--- src/rtl/fetch_sequencer_pkg.sv ---
// Shared types and constants for the instruction fetch sequencer.
// Holds the FSM state encoding, default widths and the opcode/register field values.
package fetch_sequencer_pkg;

  localparam int ADDR_W_DEF = 5;
  localparam int INS_W_DEF  = 6;

  typedef enum logic [2:0] {
    S_IDLE  = 3'd0,
    S_FETCH = 3'd1,
    S_ISSUE = 3'd2,
    S_WAIT  = 3'd3,
    S_HALT  = 3'd4
  } state_t;

  localparam logic [3:0] OPCODE_NOP   = 4'h0;
  localparam logic [3:0] OPCODE_LOAD  = 4'h1;
  localparam logic [3:0] OPCODE_STORE = 4'h2;
  localparam logic [3:0] OPCODE_ADD   = 4'h3;
  localparam logic [3:0] OPCODE_SUB   = 4'h4;
  localparam logic [3:0] OPCODE_AND   = 4'h5;
  localparam logic [3:0] OPCODE_OR    = 4'h6;
  localparam logic [3:0] OPCODE_XOR   = 4'h7;

  localparam logic [1:0] R0 = 2'd0;
  localparam logic [1:0] R1 = 2'd1;
  localparam logic [1:0] R2 = 2'd2;
  localparam logic [1:0] R3 = 2'd3;

endpackage

--- src/rtl/fetch_sequencer.sv ---
// Program sequencer: walks an external program memory from address 0 to END_ADDR,
// issuing one registered instruction per FETCH/ISSUE pair, with stall, step and abort.
module fetch_sequencer
  import fetch_sequencer_pkg::*;
#(
  parameter int ADDR_W   = ADDR_W_DEF,
  parameter int INS_W    = INS_W_DEF,
  parameter int END_ADDR = 31
) (
  input  logic              clk,
  input  logic              rst_n,
  input  logic              start,
  input  logic              step_mode,
  input  logic              step,
  input  logic              halt_req,
  input  logic              stall,
  input  logic [INS_W-1:0]  ins_in,
  output logic [ADDR_W-1:0] addr,
  output logic [INS_W-1:0]  ins_out,
  output logic              ins_valid,
  output logic              busy,
  output logic              done
);

  localparam logic [ADDR_W-1:0] LAST_PC = ADDR_W'(END_ADDR);

  state_t             r_state;
  state_t             w_state_next;
  logic [ADDR_W-1:0]  r_pc;
  logic [ADDR_W-1:0]  w_pc_next;
  logic [INS_W-1:0]   r_ins;
  logic [INS_W-1:0]   w_ins_next;
  logic               r_done;
  logic               w_done_next;

  always_ff @(posedge clk) begin
    if (!rst_n) begin
      r_state <= S_IDLE;
      r_pc    <= '0;
      r_ins   <= '0;
      r_done  <= 1'b0;
    end else begin
      r_state <= w_state_next;
      r_pc    <= w_pc_next;
      r_ins   <= w_ins_next;
      r_done  <= w_done_next;
    end
  end

  // Abort outranks everything; the held instruction is simply never marked valid again.
  always_comb begin
    w_state_next = r_state;
    w_pc_next    = r_pc;
    w_ins_next   = r_ins;
    w_done_next  = r_done;
    if (halt_req) begin
      w_state_next = S_HALT;
      w_done_next  = 1'b0;
    end else begin
      case (r_state)
        S_IDLE, S_HALT: begin
          if (start) begin
            w_state_next = S_FETCH;
            w_pc_next    = '0;
            w_done_next  = 1'b0;
          end
        end
        S_FETCH: begin
          w_ins_next   = ins_in;
          w_state_next = S_ISSUE;
        end
        S_ISSUE: begin
          if (!stall) begin
            if (r_pc == LAST_PC) begin
              w_state_next = S_HALT;
              w_done_next  = 1'b1;
            end else begin
              w_pc_next    = r_pc + 1'b1;
              w_state_next = step_mode ? S_WAIT : S_FETCH;
            end
          end
        end
        S_WAIT: begin
          if (step) begin
            w_state_next = S_FETCH;
          end
        end
        default: begin
          w_state_next = S_IDLE;
        end
      endcase
    end
  end

  assign addr      = r_pc;
  assign ins_out   = r_ins;
  assign ins_valid = (r_state == S_ISSUE);
  assign busy      = (r_state == S_FETCH) || (r_state == S_ISSUE) || (r_state == S_WAIT);
  assign done      = r_done;

endmodule

--- config.mk ---
export PLATFORM = sky130hd
export DESIGN_NAME = fetch_sequencer
export DESIGN_NICKNAME = d
export VERILOG_FILES = /design/src/rtl/fetch_sequencer_pkg.sv /design/src/rtl/fetch_sequencer.sv
export SDC_FILE = /design/constraint.sdc
export NUM_CORES = 1
export LEC_CHECK = 0
export CAP_MARGIN = 20
export CORE_ASPECT_RATIO = 0.9
export CORE_MARGIN = 4
export CORE_UTILIZATION = 43
export CTS_CLUSTER_SIZE = 25
export DETAILED_ROUTE_END_ITERATION = 7
export PLACE_DENSITY = 0.77
export RECOVER_POWER = 50
export SLEW_MARGIN = 20
export SYNTH_ARGS = -nofsm -noshare
export SYNTH_HDL_FRONTEND = slang
export SYNTH_SLANG_ARGS = --single-unit
--- constraint.sdc ---
create_clock -name clk -period 2.5 [get_ports clk]
set_input_delay 0.5 -clock clk [delete_from_list [all_inputs] [get_ports clk]]
set_output_delay 0.5 -clock clk [all_outputs]
set_load 0.01 [all_outputs]
# Word-level counts from Yosys, hierarchy flattened
# Index checks and enable logic that the tools add are counted.
[classes] addsub=1 n_eq_ne=13 mux=15 n_bitwise=2 n_reduce_logical=11
[op_table] cell="two-way mux 3 bit" n=5
[op_table] cell="two-way mux 5 bit" n=3
[op_table] cell="case mux 3 bit (4 select lines)" n=1
[op_table] cell="case mux 5 bit (2 select lines)" n=1
[op_table] cell="!= test 3 bit, second input constant" n=3
[op_table] cell="!= test 2 bit, second input constant" n=4
[op_table] cell="== test 3 x 2 -> 1 bit, second input constant" n=2
[op_table] cell="AND reduction 3 bit" n=2
[op_table] cell="adder 5 x 1 -> 5 bit, second input constant" n=1
[op_table] cell="== test 5 bit, second input constant" n=1
[op_table] cell="AND reduction 5 bit" n=1
[op_table] cell="AND reduction 4 bit" n=1
[op_table] cell="OR reduction 2 bit" n=2
[op_table] cell="== test 3 x 1 -> 1 bit, second input constant" n=1
[op_table] cell="== test 3 bit, second input constant" n=1
[op_table] cell="logical NOT 3 bit" n=1
[op_table] cell="two-way mux 1 bit" n=3
[op_table] cell="logical OR 1 bit" n=2
[op_table] cell="two-way mux 2 bit" n=1
[op_table] cell="!= test 2 x 1 -> 1 bit, second input constant" n=1
[op_table] cell="inverter 1 bit" n=2
[op_table] cell="case mux 1 bit (2 select lines)" n=1
[op_table] cell="AND reduction 2 bit" n=1
[op_table] cell="nonzero test 2 bit" n=1
[word_totals] ff_bits=15 output_inout_bits=14 elab_cells=47

# Depth between registers and ports, before layout
# Gate-level depths: netlist of run 1.
[logic_depth] depth_word=5 depth_mapped=6 depth_no_buf=6

# Worst setup path after synthesis of run 1
# No wires, ideal clock.
[synth_path] path_type="register to register" startpoint="register r_pc[0], in the netlist addr[0]" endpoint="register r_pc[2], in the netlist addr[2]" setup_time_ns=0.130 t_arrival_ns=1.832 required_ns=2.370 slack_ns=0.538 path_stages_with_launch=7 path_buffers=0 period_less_slack_ns=1.962 cell_sequence="dfxtp_1 -> ha_1 -> and3_1 -> ha_1 -> or4b_4 -> a221oi_1 -> o32ai_1"
[synth_between] elab_chain_len=4 word_cells_on_any_way=7 cone_classes="1 x add/sub; 2 x eq/ne; 3 x mux; 1 x reduce/logical"
[synth_lines] element="start, declared" line="fetch_sequencer.sv:29" rtl="logic [ADDR_W-1:0] r_pc;"
[synth_lines] element="start signal, assigned" line="fetch_sequencer.sv:44" rtl="r_pc <= w_pc_next;"
[synth_lines] element="adder 5 x 1 -> 5 bit" line="fetch_sequencer.sv:78" rtl="w_pc_next = r_pc + 1'b1;"
[synth_lines] element="two-way mux 5 bit" line="fetch_sequencer.sv:74" rtl="if (r_pc == LAST_PC) begin"
[synth_lines] element="two-way mux 5 bit" line="fetch_sequencer.sv:73" rtl="if (!stall) begin"
[synth_lines] element="case mux 5 bit (2 select lines)" line="fetch_sequencer.sv:60" rtl="case (r_state)"
# Several ways; a longest one is shown, not always the timed one. The select of a mux whose other input is x is not followed.
# A chain may end at the register's enable or synchronous reset.

# Worst setup path after layout of run 1
[layout_path] startpoint="register r_state[1]" endpoint="output port ins_valid"
[layout_between] elab_chain_len=1
[layout_lines] element="start, declared" line="fetch_sequencer.sv:27" rtl="state_t r_state;"
[layout_lines] element="start signal, assigned" line="fetch_sequencer.sv:43" rtl="r_state <= w_state_next;"
[layout_lines] element="== test 3 x 2 -> 1 bit" line="fetch_sequencer.sv:97" rtl="assign ins_valid = (r_state == S_ISSUE);"
[layout_lines] element="end, declared" line="fetch_sequencer.sv:20" rtl="output logic ins_valid,"
# Every way passes these cells.

==> impl_metrics.ini, run 1 <==
[detailed_routing]
wl_per_cell_um = 12.4
first_iter_violations = 17
wirelength_mm = 1.63
vias_per_cell = 5.20
drc = 0
via_count = 681
dr.pass1.iters = 4
ant_nets = 0

[synth]
async_flop_share_pct = 0
yosysUniqueCellTypes = 30
postSynthAreaPerCell_um2 = 9.77
synthTopCellsByArea = dfxtp_1 (40%), mux2i_1 (11%), nor2b_1 (7.5%)
synth_area_um2 = 752
ys.flop_type = dfxtp_1
synth_most_common_cell = dfxtp_1
synth-edff-count = 0
ys_seq_area_share_pct = 39.9
synth_top_area_share_pct = 39.9
yosysTopAreaCell = dfxtp_1
ys_seq_elements = 15
synthTopCellsByCount = dfxtp_1 (15), nor2b_1 (9), mux2i_1 (8), nand2_1 (6), nand3_1 (4)
yosysWarnings = 0
syn_nets = 92
synthCells = 77

[timing]
slew_headroom_pct = 43.4
max_freq_ghz = 0.474
skew_ns = 0.00323
setup_violations = 0
hold_slack_ns = 0.451
period_share_pct = 84.4
maxSlewViolCount = 0
worst_slew_pin_slew_ns = 0.847
final_hold_viol_count = 0
grt_setup_unrepaired = no
fin_setup_tns_ns = 0
fin_crit_ns = 2.11

[clock_network]
insertion_delay_ns = 0.28
cts_buffer_depth = 2
clock_sinks = 15
clk_pin_slew_ns = 0.09
cts_tree = done
cts_resized = 0
hold_buffers = 0
ctsRootBufferMaster = clkbuf_4
cts_made_buffers = 3
h-tree-depth = 1
cts_setup_buffers = 0

[global_route]
antenna_found_initial = 0
grt_overflow = 0
grt_pass1_wl_mm = 2.66
grt_pass1_vias = 606
grt_usage_pct = 14.8
grt_max_degree = 13

[cells_and_area]
final_nets = 123
antenna_cells = 0
drive_gt1_share_pct = 10.3
multi_input_area_um2 = 417
synthToLayoutAreaGrowth_pct = 40.9
final.fill_count = 144
register_area_um2 = 300

[pwr]
p_sw_share_pct = 22.8
p_leak_uw = 0.000396
peakVddDrop_mv = 0.251
seqPwrFrac_pct = 56.6
power_density_nw_per_um2 = 413
clkPwrFrac_pct = 31.0
share_comb_of_total_power_pct = 12.5
power.switching_uw = 99.8
p_int_uw = 338

[placed_design]
gp_routability_congestion = 0.785
place_hpwl_mm = 1.23
port_buffers = 26

[die]
die_h_um = 47.7
rows = 14
start_util_pct = 45.2
core_area_um2 = 1660
die-area_um2 = 2480
num_io_pins = 27
die_x_um = 52.1

[setup_path]
path_max_fanout = 9
critPathRequiredTime_ns = 2.00
endpoint_kind = primary output
criticalPathCategory = register to primary output
rr_worst_depth = 6
arrival_ns = 1.61
cp-start-kind = register

[status]
outcome = completed

[run]
max_cap_violations = 0

[min_path]
holdPathStages = 2
hp-class = register to register
## per-stage QoR
stage / util (%) / power [uW] / setup slack [ns] / cell area [um2] / instances
3_5_place_dp: 62.6 / 310 / 0.455 / 1040 / 127
6_report: 63.7 / 438 / 0.389 / 1060 / 131
5_1_grt: 63.7 / 464 / 0.276 / 1060 / 131
2_1_floorplan: - / 280 / 0.538 / 752 / 77
3_3_place_gp: 62.6 / 310 / 0.501 / 1040 / 127
4_1_cts: 64.2 / 448 / 0.329 / 1070 / 131
## registers in the layout (all words and copies together) (netlist names)
register  count
r_state       3
ins_out       6
done          1
addr          5
## layout by cell type, fill, tap and decap left out, types with 3 or more instances in the layout
cell type and n:
clkbuf_4 3, nor2b_1 9, inv_1 3, nor2_1 3
clkdlybuf4s50_1 17, dfxtp_1 15, mux2i_1 8, nand2_1 6
nand3_1 4, dlygate4sd3_1 9
## critical path: stages, from the launching register on
cell and delay, ns:
dfxtp_1 0.48, nor3b_2 0.27, clkdlybuf4s50_1 0.58
## routing by layer
metal	up-vias	track usage (%)	routed length, um
met5	-	0	0
met4	0	6.28	17
met3	2	6.23	118
met2	23	22.6	722
met1	314	18.7	768
li1	342	-	-
## worst paths after layout
kind / startpoint / end / slack, ns
hold reg to reg: done$_SDFFE_PP0P_ / done$_SDFFE_PP0P_ / 0.45
setup / recovery: r_state[1]$_SDFFE_PP0P_ / ins_valid / 0.39
hold / removal: done$_SDFFE_PP0P_ / done$_SDFFE_PP0P_ / 0.45
setup reg to reg: addr[0]$_SDFFE_PN0P_ / addr[3]$_SDFFE_PN0P_ / 0.45
## logic make-up (layout without fill, tap and decap cells)
kind of cell / Yosys count / after routing / share of synthesized area (%)
adder cells (fa/ha/maj): 2 / 2 / 3.33
buffers and inverters: 5 / 35 / 3.49
multiplexers: 8 / 8 / 10.6
AND/OR/NAND/NOR: 34 / 34 / 29.8
flip-flops: 15 / 15 / 39.9
AO/OA/AOI/OAI: 13 / 13 / 12.8
## power groups by stage
stage	Sequential [uW]	Clock [uW]	Combinational, uW
2_1_floorplan	252	0	28.3
3_3_place_gp	254	0	56.4
3_5_place_dp	254	0	56.5
4_1_cts	248	143	56.9
5_1_grt	248	157	59.3
6_report	247	135	54.7
## cell type report
cell class / instances / share of cell area [%]
multi-input cells: 57 / 39.3
flip-flops and latches: 15 / 28.3
repair buffers: 28 / 26.0
well taps: 24 / 2.83
clock buffers: 4 / 2.48
inverters: 3 / 1.06
No activity file was read; power rests on OpenSTA's default activity.
==> inputs of run 2 (changes only) <==
CORE_UTILIZATION = 38   (was 43)
PLACE_DENSITY = 0.72   (was 0.77)
clock period = 1.87 ns   (was 2.5 ns; I/O delays follow)
==> impl_metrics.ini, run 2 (same netlist as run 1, synthesis figures left out) <==
[die]
die_x_um = 54.9
start_util_pct = 42.5
num_io_pins = 27
core_area_um2 = 1770
die_h_um = 50.2
die-area_um2 = 2760
rows = 14

[setup_path]
cp_cell_sequence = ha_2 > and3_4 > ha_4 > or4b_4 > a21oi_4 > mux2i_1
cpPeakStageDelay_ns = 0.53
path_max_fanout = 3
arrival_ns = 2.07
cpLargestDelayFamily = simple AND/OR/NAND/NOR gates
slowest_stage = or4b_4
critPathRequiredTime_ns = 2.10
cp-start-kind = register
cp_num_buf_inv = 0
endpoint_kind = register
criticalPathCategory = register to register

[run]
max_cap_violations = 0

[global_route]
grt_pass1_wl_mm = 2.90
antenna_found_initial = 0
grt_overflow = 0
grt_pass1_vias = 694
grt_usage_pct = 14.2
grt_max_degree = 14

[detailed_routing]
vias_per_cell = 5.12
wirelength_mm = 1.81
first_iter_violations = 8
drc = 0
dr.pass1.iters = 3
ant_nets = 0
via_count = 706
wl_per_cell_um = 13.1

[cells_and_area]
multi_input_area_um2 = 477
most-common-layout-cells = clkdlybuf4s50_1 (25), dfxtp_1 (12), nor2b_1 (9), buf_4 (9), mux2i_1 (8)
final_nets = 130
final.fill_count = 140
register_area_um2 = 304
antenna_cells = 0
drive_gt1_share_pct = 24.6
largest_register_ffs = 6
final_common_cell = clkdlybuf4s50_1
finalNonFillerCells = 138
synthToLayoutAreaGrowth_pct = 56.4
fin_util_pct = 66.5

[status]
outcome = completed

[clock_network]
cts_made_buffers = 3
h-tree-depth = 1
insertion_delay_ns = 0.29
cts_buffer_depth = 2
clock_sinks = 15
hold_buffers = 0
clk_pin_slew_ns = 0.09
cts_tree = done
ctsRootBufferMaster = clkbuf_4

[timing]
fin_setup_tns_ns = 0
fin_crit_ns = 1.84
slew_headroom_pct = 76.4
grt_setup_unrepaired = yes
hold_slack_ns = 0.471
setup_violations = 0
worst_slew_pin_slew_ns = 0.345
period_share_pct = 98.6
skew_ns = 0.00475
maxSlewViolCount = 0
max_freq_ghz = 0.542
final_hold_viol_count = 0

[pwr]
p_total_uw = 605
p_leak_uw = 0.000416
peakVddDrop_mv = 0.383
power_density_nw_per_um2 = 514

[placed_design]
dp.cells = 134
port_buffers = 26
place_hpwl_mm = 1.39
gp_routability_congestion = 0.810

[min_path]
hp-class = register to register
[run 2: cell types whose count changed in the layout (fill, tap and decap cells not counted), moves of 2 or more]
cell	change
a221oi_1	-2
buf_4	+7
clkdlybuf4s50_1	+8
dfxtp_1	-3
dfxtp_2	+3
dlygate4sd3_1	-9
ha_1	-2
[run 2: cell type report]
type                            instances  share of cell area [%]
Clock buffer                            3                    1.91
Clock inverter                          1                   0.426
Inverter                                3                   0.957
Multi-Input combinational cell         57                    40.5
Sequential cell                        15                    25.9
Tap cell                               24                    2.55
Timing Repair Buffer                   35                    27.8
[run 2: path summary, 6_finish.rpt]
kind / slack (ns) / depth (start not counted) / startpoint / to
worst max-delay path: 0.03 / 6 / addr[0]$_SDFFE_PN0P_ / addr[4]$_SDFFE_PN0P_
worst min-delay path: 0.47 / 2 / done$_SDFFE_PP0P_ / done$_SDFFE_PP0P_
worst max register to register: 0.03 / 6 / addr[0]$_SDFFE_PN0P_ / addr[4]$_SDFFE_PN0P_
worst min register to register: 0.47 / 2 / done$_SDFFE_PP0P_ / done$_SDFFE_PP0P_
[run 2: power breakdown]
group / switching (uW) / internal [uW] / total [uW]
registers: 7.08 / 324 / 331
logic: 33.3 / 51.3 / 84.7
clock network: 109 / 79.6 / 189
total: 149 / 455 / 605
[run 2: layer usage]
layer  vias up  track usage [%]  routed length (um)
met5         -                0                   0
met4         0             6.07                  28
met3         4             3.55                 126
met2        23             21.3                 804
met1       324             19.0                 853
li1        355                -                   -
[run 2: stage by stage]
stage | setup WS, ns | instance area, um2
after floorplan | 0.00200 | 769
after global placement | 0.0312 | 1110
after detailed placement | 0.00341 | 1110
after CTS | 0.0262 | 1140
after global routing | -0.0383 | 1180
final | 0.0262 | 1180
[run 2: repair_timing]
item | in CTS | in global routing
setup buffers | 0 | 0
endpoints found under the hold margin | 0 | 0
gates resized for setup | 3 | 4
pin swaps | 1 | 1
endpoints found under the setup margin | 4 | 5
[run 2: worst min-delay path: cells and delay by family (launching register included)]
family	cells	cell delay, ns
flops	1	0.32
simple gates	1	0.06
compound gates	1	0.05
==> inputs of run 3 (changes only) <==
PLACE_DENSITY = 0.76   (was 0.72)
==> impl_metrics.ini, run 3 (same netlist as run 1, synthesis figures left out) <==
[detailed_routing]
ant_nets = 0
dr.pass1.iters = 4
first_iter_violations = 10
via_count = 715
routed.top_layer = met4
wl_per_cell_um = 13.9
vias_per_cell = 5.14
wl_met3_um = 137
met1Wirelength_um = 905
drc = 0
route.met2.wl_um = 878
wirelength_mm = 1.94

[cells_and_area]
drive_gt1_share_pct = 26.1
final.fill_count = 140
synthToLayoutAreaGrowth_pct = 59.2
antenna_cells = 0
most-common-layout-cells = clkdlybuf4s50_1 (23), dfxtp_1 (11), buf_4 (10)
final_common_cell = clkdlybuf4s50_1
largest_register_ffs = 6
fin_util_pct = 67.7
finalNonFillerCells = 139
final_nets = 131

[die]
core_area_um2 = 1770
die_x_um = 54.9
num_io_pins = 27
die-area_um2 = 2760
rows = 14
die_h_um = 50.2
start_util_pct = 42.5

[setup_path]
criticalPathCategory = register to register
arrival_ns = 2.02
critPathRequiredTime_ns = 2.04
cp-start-kind = register
cp_cell_sequence = ha_4 > and3_4 > ha_4 > or4b_4 > a221oi_4 > o32ai_2
cp_num_buf_inv = 0
slowest_stage = or4b_4
endpoint_kind = register
cpPeakStageDelay_ns = 0.53
cpLargestDelayFamily = simple AND/OR/NAND/NOR gates
crit_top_cell = ha_4
path_max_fanout = 3

[placed_design]
place_worst_setup_slack_ns = -0.0355
dp.cells = 134
place_hpwl_mm = 1.47
port_buffers = 26
gp_routability_congestion = 0.784

[clock_network]
clk_pin_slew_ns = 0.09
ctsRootBufferMaster = clkbuf_4
insertion_delay_ns = 0.28
h-tree-depth = 1
cts_tree = done
clock_sinks = 15
cts_made_buffers = 3
cts_buffer_depth = 2

[timing]
slew_headroom_pct = 78.2
fin_crit_ns = 1.85
worst_slew_pin_slew_ns = 0.319
setup_violations = 0
setup_slack_ns = 0.0202
period_share_pct = 98.9
max_freq_ghz = 0.541
final_hold_viol_count = 0
grt_setup_unrepaired = yes
hold_slack_ns = 0.456
maxSlewViolCount = 0
skew_ns = 0.00181

[global_route]
grt_max_degree = 13
grt_pass1_wl_mm = 3.05
grt_pass1_vias = 664
grt_overflow = 0
antenna_found_initial = 0
grt_usage_pct = 15.2

[pwr]
peakVddDrop_mv = 0.593
p_leak_uw = 0.000439
p_total_uw = 601
power_density_nw_per_um2 = 502

[min_path]
hp-class = register to register

[run]
max_cap_violations = 0

[status]
outcome = completed
[run 3: cell count changes in the layout (fill, tap and decap cells not counted), sizes merged]
cell / before / now
buf: 9 / 10
clkdlybuf4s50: 25 / 23
dlygate4sd3: 0 / 1
dlymetal6s2s: 0 / 1
[run 3: what timing repair did]
action / CTS / global route
setup buffers: 1 / 0
hold buffers: 0 / 0
gates cloned: 0 / 0
endpoints found under the setup margin: 3 / 5
resized for setup: 5 / 5
pin swaps: 4 / 2
[run 3: stage by stage]
step / TNS, ns / cell area [um2]
final: 0 / 1200
after global routing: -0.0621 / 1200
after CTS: 0 / 1160
after detailed placement: -0.0355 / 1110
after global placement: 0 / 1110
after floorplan: 0 / 769
[run 3: area by class of cell]
class	count	area [um2]	area share (%)
repair buffers	36	337	28.1
inverters	3	11.3	0.940
flip-flops and latches	15	305	25.5
clock inverters	1	5.00	0.418
clock buffers	3	22.5	1.88
well taps	24	30.0	2.51
multi-input cells	57	487	40.6
[run 3: path summary, 6_finish.rpt]
kind                                           start                    to  slack, ns  cells past startpoint
worst min register to register     done$_SDFFE_PP0P_     done$_SDFFE_PP0P_       0.46                      2
worst max register to register  addr[1]$_SDFFE_PN0P_  addr[2]$_SDFFE_PN0P_       0.02                      6
worst min-delay path               done$_SDFFE_PP0P_     done$_SDFFE_PP0P_       0.46                      2
worst max-delay path            addr[1]$_SDFFE_PN0P_  addr[2]$_SDFFE_PN0P_       0.02                      6
[run 3: power by group]
part,switching [uW],internal [uW],total (uW)
combinational,35.9,52.4,88.4
clock,104,79.4,183
sequential,5.50,324,330
total,145,456,601
[run 3: per-layer routing]
metal | vias up | GRT usage (%)
li1 | 356 | -
met1 | 330 | 20.4
met2 | 27 | 22.6
met3 | 2 | 6.80
met4 | 0 | 2.43
met5 | - | 0
[run 3: tightest hold or removal path, stage by stage (launching register included)]
cell and delay (ns):
dfxtp_1 0.32, nand2_1 0.05, a21oi_1 0.05
